$ cat src/rtl/store_narrower.sv
// Store narrowing FIFO: lane-replicates byte/half/word stores into word-aligned memory writes.
// Optional STORE_ALIGN_CHECK_EN drops misaligned half/word requests and pulses misalign instead.
module store_narrower #(
  parameter int DEPTH = 4
) (
  input  logic                     clk,
  input  logic                     reset,
  input  logic                     in_valid,
  output logic                     in_ready,
  input  logic [31:0]              in_addr,
  input  logic [31:0]              in_data,
  input  logic [1:0]               in_size,
  output logic                     mem_valid,
  input  logic                     mem_ready,
  output logic [31:0]              mem_addr,
  output logic [31:0]              mem_wdata,
  output logic [3:0]               mem_be,
  output logic [$clog2(DEPTH):0]   count,
  output logic                     misalign
);

  localparam int AW = $clog2(DEPTH);
  localparam logic [AW:0] FULL = (AW+1)'(DEPTH);

  generate
    if ((DEPTH < 2) || ((DEPTH & (DEPTH - 1)) != 0)) begin : g_bad_depth
      $error("store_narrower: DEPTH must be a power of two of at least 2");
    end
  endgenerate

  logic [29:0]   addr_mem [DEPTH];
  logic [31:0]   data_mem [DEPTH];
  logic [3:0]    be_mem   [DEPTH];

  logic [AW-1:0] head;
  logic [AW-1:0] tail;

  logic          accept;
  logic          push;
  logic          pop;
  logic [31:0]   nar_wdata;
  logic [3:0]    nar_be;

  assign in_ready  = (count < FULL);
  assign accept    = in_valid && in_ready;
  assign mem_valid = (count != '0);
  assign pop       = mem_valid && mem_ready;

  always_comb begin
    nar_wdata = in_data;
    nar_be    = 4'b1111;
    case (in_size)
      2'b00: begin
        nar_wdata = {4{in_data[7:0]}};
        nar_be    = 4'b0001 << in_addr[1:0];
      end
      2'b01: begin
        nar_wdata = {2{in_data[15:0]}};
        nar_be    = in_addr[1] ? 4'b1100 : 4'b0011;
      end
      default: begin
        nar_wdata = in_data;
        nar_be    = 4'b1111;
      end
    endcase
  end

`ifdef STORE_ALIGN_CHECK_EN
  logic bad_align;

  // Misaligned requests are still handshaken but never reach the FIFO.
  assign bad_align = ((in_size == 2'b01) && in_addr[0]) ||
                     (in_size[1] && (in_addr[1:0] != 2'b00));
  assign push      = accept && !bad_align;

  always_ff @(posedge clk or negedge reset) begin
    if (!reset) begin
      misalign <= 1'b0;
    end else begin
      misalign <= accept && bad_align;
    end
  end
`else
  assign push     = accept;
  assign misalign = 1'b0;
`endif

  // Entry payload needs no reset: outputs are gated by count.
  always_ff @(posedge clk) begin
    if (push) begin
      addr_mem[tail] <= in_addr[31:2];
      data_mem[tail] <= nar_wdata;
      be_mem[tail]   <= nar_be;
    end
  end

  always_ff @(posedge clk or negedge reset) begin
    if (!reset) begin
      head  <= '0;
      tail  <= '0;
      count <= '0;
    end else begin
      if (push) begin
        tail <= tail + 1'b1;
      end
      if (pop) begin
        head <= head + 1'b1;
      end
      case ({push, pop})
        2'b10:   count <= count + 1'b1;
        2'b01:   count <= count - 1'b1;
        default: count <= count;
      endcase
    end
  end

  assign mem_addr  = mem_valid ? {addr_mem[head], 2'b00} : 32'h0;
  assign mem_wdata = mem_valid ? data_mem[head] : 32'h0;
  assign mem_be    = mem_valid ? be_mem[head] : 4'h0;

endmodule

$ cat config.mk
export PLATFORM = sky130hd
export DESIGN_NAME = store_narrower
export DESIGN_NICKNAME = d
export VERILOG_FILES = /design/src/rtl/store_narrower.sv
export SDC_FILE = /design/constraint.sdc
export NUM_CORES = 1
export LEC_CHECK = 0
export CAP_MARGIN = 20
export CORE_UTILIZATION = 50
export DETAILED_ROUTE_END_ITERATION = 7
export PLACE_DENSITY = 0.83
export SETUP_SLACK_MARGIN = 0.02
export SYNTH_ARGS = -nofsm -noshare
export SYNTH_HDL_FRONTEND = slang
export SYNTH_SLANG_ARGS = --single-unit
$ cat constraint.sdc
create_clock -name clk -period 5 [get_ports clk]
set_input_delay 1 -clock clk [delete_from_list [all_inputs] [get_ports clk]]
set_output_delay 1 -clock clk [all_outputs]
set_load 0.01 [all_outputs]
==> out/qor.csv, run 1 <==
metric,value,unit
GR Util All Layers,19.0,%
core area,0.0211,mm^2
register bit count reported by yosys,271,
WP data arrival,3010,ps
hold buffers post-CTS,0,
Setup CP Type,reg2out,
clock buffer count from CTS,28,
crit end category,output port,
post-synth top area share,73.3,%
power per cell area,574,mW/mm^2
post-DP HPWL,11.6,mm
"top cells by count, synth","264 x edfxtp_1, 71 x and2_1, 66 x mux4_2",
Syn Area/Cell,21.1,um^2
GP Congestion,0.766,
fmax,249,MHz
drt via density,5.54,
worst hold start,count[0],
number of remaining DRC errors,0,
drt pass-1 iters,4,
# diodes,0,
clock net sink count,271,
Tot Pwr,7.62,mW
M3 GR Usage,3.67,%
Syn Std Cell Area,0.0108,mm^2
worst skew pair latency,520,ps
top post-synthesis cells by area,"edfxtp_1 73%, mux4_2 14%, and2_1 4.1%, mux2_2 1.7%, dfrtp_1 1.6%",
met1 Track Usage GR,25.7,%
unrepaired setup endpoints after global routing,no,
Die Ht,149,um
Min-Delay Path Class,reg2reg,
crit start category,flop,
most numerous cell in the Yosys netlist,edfxtp_1,
global route total overflow,0,
largest net degree at the start of global routing,70,
worst hold stages,1,
routed wire length,20.1,mm
FF/Latch Area,0.00811,mm^2
Syn-to-layout area delta,22.8,%
number of synthesized flops with an enable pin,264,
slew margin rel.,30.1,%
layout cells sized above 1,18.4,%
R2R setup slack,2440,ps
clock skew,8.77,ps
M2 GR Usage,32.2,%
Final Net Count,734,
first-pass GRT wire length,31.6,mm
Core Rows,53,
Async SR Flop Fraction,2.58,%
"Seq/Total Area, Yosys",74.9,%
die width,149,um
Yosys warnings,0,
CP required,4000,ps
clk slew on worst S/H paths,60,ps
Port Buf Inserts,140,
P_leak,4.33,nW
drt wl/cell,21.0,um
Starting Density,51.3,%
crit-path max FO,38,
r2r endpoint,count[1],
final core occ,63.0,%
CTS Buffer Depth,3,
H-tree depth,1,
synth unique cells,25,
maxcap violations,0,
Slew Limit Fails,0,
min Tclk post-route,4010,ps
DP Cell Count,902,
Setup WS post-layout,985,ps
number of DRC markers in iteration 0,338,
postcts setup bufs,0,
Max IR drop VDD,0.000339,V
Most used DFF post-synth,edfxtp_1,
FILL cells,1429,
multi-input logic area,0.00250,mm^2
Fin. Hold Viols,0,
Root Driver,clkbuf_16,
Layout Cells excl Fill,954,
CTS tree,yes,
Worst Tran Pin Value,1050,ps
initial antenna violation count,0,
Top Usage Layer GRT,met2,
Setup-failing EPs final,0,
Reg2Reg Launch Point,count[0],
routed via count,5283,
die area,0.0222,mm^2
Ports,144,
Setup WS pre-CTS,1470,ps
remaining antenna violation count,0,
status,"complete, no violations",
CTS resizes,0,
vias in the first global route,5713,
crit share post-route,80.3,%
Worst Hold Path EP,count[0],
Mapped Cells,513,
R2R depth,7,
aggregate negative setup slack,0,ps
cell taking the most area after synthesis,edfxtp_1,
[critical path, cell delays in order, from the launching register on]
cell and delay (ps):
dfrtp_4 840, buf_12 390, mux4_2 560, and2_1 190, clkdlybuf4s50_1 490
[layout by cell type, fill, tap and decap left out]
master and n:
and2_1 67, clkbuf_1 10, nand2_1 9, ha_1 5, nand3_1 1, fa_1 1, or3_2 1, clkinvlp_4 1
xor2_1 2, clkinv_1 8, o21bai_1 4, clkinv_2 2, nor2_1 3, clkbuf_16 29, nor2b_1 2, xnor2_1 4
and2_4 4, mux2i_1 9, buf_4 1, o21ai_0 9, mux4_2 66, conb_1 3, bufinv_16 1, dfrtp_4 2
clkdlybuf4s50_1 140, edfxtp_1 264, dfrtp_1 5, mux2_2 16, inv_1 8, buf_12 2
[power breakdown]
part / switching [mW] / total (mW) / internal [mW]
clock network: 0.779 / 1.89 / 1.11
registers: 0.267 / 3.14 / 2.87
logic: 1.06 / 2.60 / 1.54
[layer usage]
metal,up-vias,routed length [um]
met5,-,0
met4,0,269
met3,27,1310
met2,198,10300
met1,2735,8230
li1,2323,-
[area by class of cell]
cell class / count / area share (%)
Inverter: 8 / 0.226
Clock inverter: 12 / 0.584
Sequential cell: 271 / 61.1
Multi-Input combinational cell: 206 / 18.8
Tap cell: 275 / 2.59
Clock buffer: 39 / 5.75
Timing Repair Buffer: 143 / 10.9
[logic make-up (layout without fill, tap and decap cells)]
logic type | after synthesis | after routing | synth area share (%)
compound gates | 13 | 13 | 0.694
mux | 91 | 91 | 16.2
simple gates | 87 | 87 | 4.74
other cells | 1 | 3 | 0.0347
buf+inv | 38 | 202 | 2.08
flops | 271 | 271 | 74.9
fa+ha+maj | 6 | 6 | 0.764
xor+xnor | 6 | 6 | 0.486
[through the flow]
step | hold WS, ps | cell area [um^2]
2_1_floorplan | 539 | 10800
3_3_place_gp | 499 | 12400
3_5_place_dp | 526 | 12400
4_1_cts | 538 | 13300
5_1_grt | 575 | 13300
6_report | 537 | 13300
[registers in the layout, summed over array words and instances (netlist names)]
register  count
head          2
data_mem    128
addr_mem    120
tail          2
be_mem       16
count         3
[how the worst max path moves through the flow]
stage	start	endpoint	slack, ps	cells past startpoint
after floorplan	in_valid	addr_mem[0][0]	1650	3
after global placement	head[0]	mem_wdata[15]	1480	4
after detailed placement	head[0]	mem_wdata[31]	1470	4
after CTS	head[0]	mem_wdata[31]	900	4
after global routing	head[0]	mem_wdata[7]	800	4
final	head[0]	mem_wdata[22]	990	4
(Power assumes the default switching activity.)
==> run 2: changes to the inputs <==
- clock period: 5 -> 3.75 ns (I/O delays scaled with it)
==> out/qor.csv, run 2 (synthesized netlist as in run 1, its figures left out) <==
metric,value,unit,change
number of DRC markers in iteration 0,352,,+4.1%
largest reg by FF count,data_mem,,
crit start category,flop,,
"Cell Area, Placed",0.0126,mm^2,+1.6%
CP max stage delay,770,ps,-70 ps
min Tclk post-route,3530,ps,
Regs by FF count,"data_mem: 128 flops, addr_mem: 120 flops, be_mem: 16 flops",,
R2R setup slack,1390,ps,-1050 ps
Final Cell Area,0.0135,mm^2,+2.0%
H-tree depth,1,,unchanged
R2R depth,8,,+1
hold buffers post-CTS,0,,unchanged
Setup WS pre-CTS,702,ps,-766 ps
Setup-failing EPs final,0,,unchanged
sequential share of power,38.6,%,-2.6 points
global route total overflow,0,,unchanged
core area,0.0211,mm^2,unchanged
worst skew pair latency,520,ps,about the same
fmax,284,MHz,
Reg2Reg Launch Point,count[0],,
layout cells sized above 1,20.9,%,+2.5 points
Worst Tran Pin Value,831,ps,-217 ps
P_leak,4.46,nW,+3.0%
Slew Limit Fails,0,,unchanged
Ports,144,,unchanged
Max IR drop VDD,0.000576,V,+70%
vias in the first global route,5867,,+2.7%
"delay-heaviest family, CP",buffers and inverters,,
largest net degree at the start of global routing,48,,-31%
# diodes,0,,unchanged
Setup CP Type,reg2out,,
die width,149,um,unchanged
max FFs per register,128,,unchanged
Root Driver,clkbuf_16,,
Comb power frac,35.0,%,+0.9 points
drt wl/cell,22.0,um,+4.4%
Core Rows,53,,unchanged
Syn-to-layout area delta,25.2,%,
Port Buf Inserts,140,,unchanged
DP Cell Count,916,,+1.6%
Min-Delay Path Class,in2async,,
power per cell area,782,mW/mm^2,+36%
Switching Power,2.89,mW,+37%
Final Net Count,746,,+1.6%
first-pass GRT wire length,32.9,mm,+4.0%
WP data arrival,2780,ps,-230 ps
clock skew,8.69,ps,-0.0732 ps
status,"complete, no violations",,
initial antenna violation count,0,,unchanged
slew margin rel.,44.4,%,+14 points
Setup WS post-layout,223,ps,-763 ps
Layout Cells excl Fill,963,,+0.94%
number of remaining DRC errors,0,,unchanged
CP required,3000,ps,-1000 ps
drt pass-1 iters,4,,unchanged
clock net sink count,271,,unchanged
crit end category,output port,,
routed via count,5375,,+1.7%
GR Util All Layers,19.9,%,+0.91 points
Fin. Hold Viols,0,,unchanged
"commonest cells after routing, fill and taps aside","264 x edfxtp_1, 140 x clkdlybuf4s50_1, 67 x and2_1, 66 x mux4_2, 27 x clkbuf_16",,
routed wire length,21.2,mm,+5.4%
Tot Pwr,10.6,mW,+39%
CTS resizes,0,,unchanged
GP Congestion,0.838,,+9.4%
crit-path max FO,25,,-34%
Worst Path Buf+Inv,2,,unchanged
"Slowest-stage cell, CP",dfrtp_4,,
"commonest non-fill, non-tap cell in the layout",edfxtp_1,,
Internal,7.70,mW,+40%
unrepaired setup endpoints after global routing,no,,
r2r endpoint,count[2],,
CTS tree,yes,,
Die Ht,149,um,unchanged
clk slew on worst S/H paths,60,ps,about the same
Sw Ratio,27.3,%,-0.30 points
Starting Density,51.3,%,unchanged
postcts setup bufs,0,,unchanged
clock buffer count from CTS,27,,-3.6%
remaining antenna violation count,0,,unchanged
drt via density,5.58,,+0.79%
Clock power frac,26.4,%,+1.6 points
crit share post-route,94.1,%,
CTS Buffer Depth,3,,unchanged
maxcap violations,0,,unchanged
crit path cell chain,"buf_4, mux4_2, and2_1, clkdlybuf4s50_1",,
aggregate negative setup slack,0,ps,unchanged
post-DP HPWL,13.1,mm,+13%
die area,0.0222,mm^2,unchanged
## run 2: cell types whose count changed in the layout (fill, tap and decap cells not counted), sizes merged
cell and change:
buf +13, clkbuf -9, bufinv +5, clkinv -2, clkinvlp +1, inv +1
## run 2: how the worst max path moves through the flow
| stage | from | endpoint | slack [ps] | cells after the start |
|---|---|---|---|---|
| finish | head[0] | mem_wdata[8] | 220 | 4 |
| detailed placement | in_valid | addr_mem[0][15] | 700 | 4 |
| global placement | count[0] | mem_wdata[12] | 720 | 3 |
| floorplan | in_valid | addr_mem[0][0] | 650 | 3 |
| CTS | head[0] | mem_wdata[21] | 150 | 4 |
| global route | head[0] | mem_wdata[15] | 70 | 4 |
## run 2: stage by stage
stage | hold slack [ps] | utilization (%)
after floorplan | 454 | -
after global placement | 498 | 59.7
after detailed placement | 526 | 59.8
after CTS | 501 | 64.2
after global routing | 515 | 64.2
final | 507 | 64.2
## run 2: worst reg2reg max path, cell delays in order (launching register included)
cell and delay [ps]:
dfrtp_1 410, or3_2 710, and2_1 280, ha_1 210, inv_1 80, fa_1 180, xor2_1 150, nor2_1 70
xnor2_1 130
## run 2: cell type report
type	instances	area (um^2)
sequential	271	8110
fill	1409	7550
multi-input combinational	206	2500
timing repair buffer	156	1620
clock buffer	30	687
tap	275	344
clock inverter	17	240
inverter	8	30.0
## run 2: per-layer routing
| metal | routed length (um) | global-route usage (%) |
|---|---|---|
| met5 | 0 | 0 |
| met4 | 316 | 4.34 |
| met3 | 1480 | 4.16 |
| met2 | 10700 | 34.1 |
| met1 | 8680 | 26.4 |
## run 2: power groups by stage
stage               clock, mW  sequential, mW  combinational (mW)
CTS                      2.85            4.10                3.77
global route             2.96            4.14                3.97
detailed placement          0            4.16                3.74
floorplan                   0            3.98                2.18
global placement            0            4.12                3.67
finish                   2.80            4.09                3.70
==> run 3: changes to the inputs <==
- clock period: 3.75 -> 4.57 ns (I/O delays scaled with it)
==> out/qor.csv, run 3 (synthesized netlist as in run 1, its figures left out) <==
metric,value,unit,change
number of remaining DRC errors,0,,unchanged
Fin. Hold Viols,0,,unchanged
crit-path max FO,41,,+64%
die area,0.0222,mm^2,unchanged
Regs by FF count,"data_mem: 128 flops, addr_mem: 120 flops, be_mem: 16 flops",,
Core Rows,53,,unchanged
max FFs per register,128,,unchanged
postcts setup bufs,0,,unchanged
GR Util All Layers,19.3,%,-0.56 points
clk slew on worst S/H paths,60,ps,about the same
CTS tree,yes,,
CTS Buffer Depth,3,,unchanged
layout cells sized above 1,19.4,%,-1.5 points
worst setup path startpoint,head[0],,
Final Net Count,733,,-1.7%
Setup-failing EPs final,0,,unchanged
H-tree depth,1,,unchanged
"commonest non-fill, non-tap cell in the layout",edfxtp_1,,
Port Buf Inserts,140,,unchanged
Slew Limit Fails,0,,unchanged
M3 GR Usage,3.73,%,-0.43 points
fmax,256,MHz,
Syn-to-layout area delta,23.3,%,
drt wl/cell,21.8,um,-0.68%
R2R depth,8,,unchanged
largest net degree at the start of global routing,70,,+46%
crit end category,output port,,
drt pass-1 iters,4,,unchanged
remaining antenna violation count,0,,unchanged
Internal,6.19,mW,-20%
met1 Track Usage GR,25.6,%,-0.75 points
crit path cell chain,"buf_12, mux4_2, and2_1, clkdlybuf4s50_1",,
GP Congestion,0.810,,-3.3%
power per cell area,639,mW/mm^2,-18%
crit start category,flop,,
routed wire length,20.7,mm,-2.0%
slew margin rel.,30.8,%,-14 points
Top Usage Layer GRT,met2,,
Die Ht,149,um,unchanged
unrepaired setup endpoints after global routing,no,,
M2 GR Usage,32.9,%,-1.2 points
aggregate negative setup slack,0,ps,unchanged
vias in the first global route,5772,,-1.6%
global route total overflow,0,,unchanged
Reg2Reg Launch Point,count[0],,
Max IR drop VDD,0.000426,V,-26%
number of DRC markers in iteration 0,328,,-6.8%
worst skew pair latency,510,ps,about the same
largest reg by FF count,data_mem,,
"Slowest-stage cell, CP",dfrtp_4,,
"commonest cells after routing, fill and taps aside","264 x edfxtp_1, 140 x clkdlybuf4s50_1, 67 x and2_1, 66 x mux4_2, 27 x clkbuf_16",,
Min-Delay Path Class,reg2reg,,
Setup CP Type,reg2out,,
status,"complete, no violations",,
routed via count,5333,,-0.78%
post-DP HPWL,12.0,mm,-8.7%
FF/Latch Area,0.00811,mm^2,unchanged
worst hold start,count[0],,
clock skew,10.9,ps,+2.23 ps
die width,149,um,unchanged
Sw Ratio,27.4,%,+0.10 points
hold buffers post-CTS,0,,unchanged
# diodes,0,,unchanged
clock net sink count,271,,unchanged
CP max stage delay,790,ps,+20 ps
first-pass GRT wire length,32.4,mm,-1.6%
worst hold stages,1,,
Switching Power,2.33,mW,-19%
FILL cells,1454,,+3.2%
P_leak,4.37,nW,-2.1%
core area,0.0211,mm^2,unchanged
Comb power frac,33.5,%,-1.5 points
Worst Hold Slack,535,ps,+28.4 ps
multi-input logic area,0.00250,mm^2,unchanged
drt via density,5.61,,+0.58%
"Cell Area, Placed",0.0124,mm^2,-1.5%
min Tclk post-route,3900,ps,
Starting Density,51.3,%,unchanged
sequential share of power,40.2,%,+1.6 points
Root Driver,clkbuf_16,,
CTS resizes,0,,unchanged
initial antenna violation count,1,,+1
CP required,3660,ps,+660 ps
Ports,144,,unchanged
crit share post-route,85.4,%,
Clock power frac,26.3,%,about the same
maxcap violations,0,,unchanged
Final Cell Area,0.0133,mm^2,-1.5%
WP data arrival,2990,ps,+210 ps
Worst Tran Pin Value,1040,ps,+206 ps
clock buffer count from CTS,27,,unchanged
run 3: worst max-delay path, delay by kind of cell, from the launching register on:
kind	cells	cell delay (ps)
buf+inv	2	860
mux	1	560
flops	1	790
simple gates	1	200
run 3: metal layers:
layer	share of wire [%]	wire length, um
met5	0	0
met4	2.1	439
met3	7.1	1480
met2	50	10300
met1	41	8480
run 3: layout make-up:
class	instances	area share (%)
clock buffers	37	5.57
inverters	8	0.225
clock inverters	10	1.17
repair buffers	143	10.9
flip-flops and latches	271	60.8
multi-input cells	206	18.8
well taps	275	2.58
run 3: path summary, 6_finish.rpt:
| path | to | slack (ps) |
|---|---|---|
| max | mem_wdata[23] | 670 |
| min | count[0] | 530 |
| max reg2reg | count[2] | 2150 |
| min reg2reg | count[0] | 530 |
| max in group asynchronous | head[0] | 3570 |
| min in group asynchronous | count[2] | 690 |
run 3: metrics by stage:
step	total power [mW]	util, %	instances	setup slack (ps)
final	8.52	63.2	950	668
after global routing	8.91	63.2	950	485
after CTS	8.61	63.1	949	564
after detailed placement	6.37	58.9	902	1140
after global placement	6.30	58.9	902	1170
after floorplan	5.05	-	515	1300
run 3: power by group through the flow:
stage	registers (mW)	clock network (mW)	logic, mW
floorplan	3.26	0	1.79
global placement	3.46	0	2.84
detailed placement	3.49	0	2.88
CTS	3.44	2.27	2.90
global route	3.48	2.37	3.06
finish	3.43	2.24	2.85
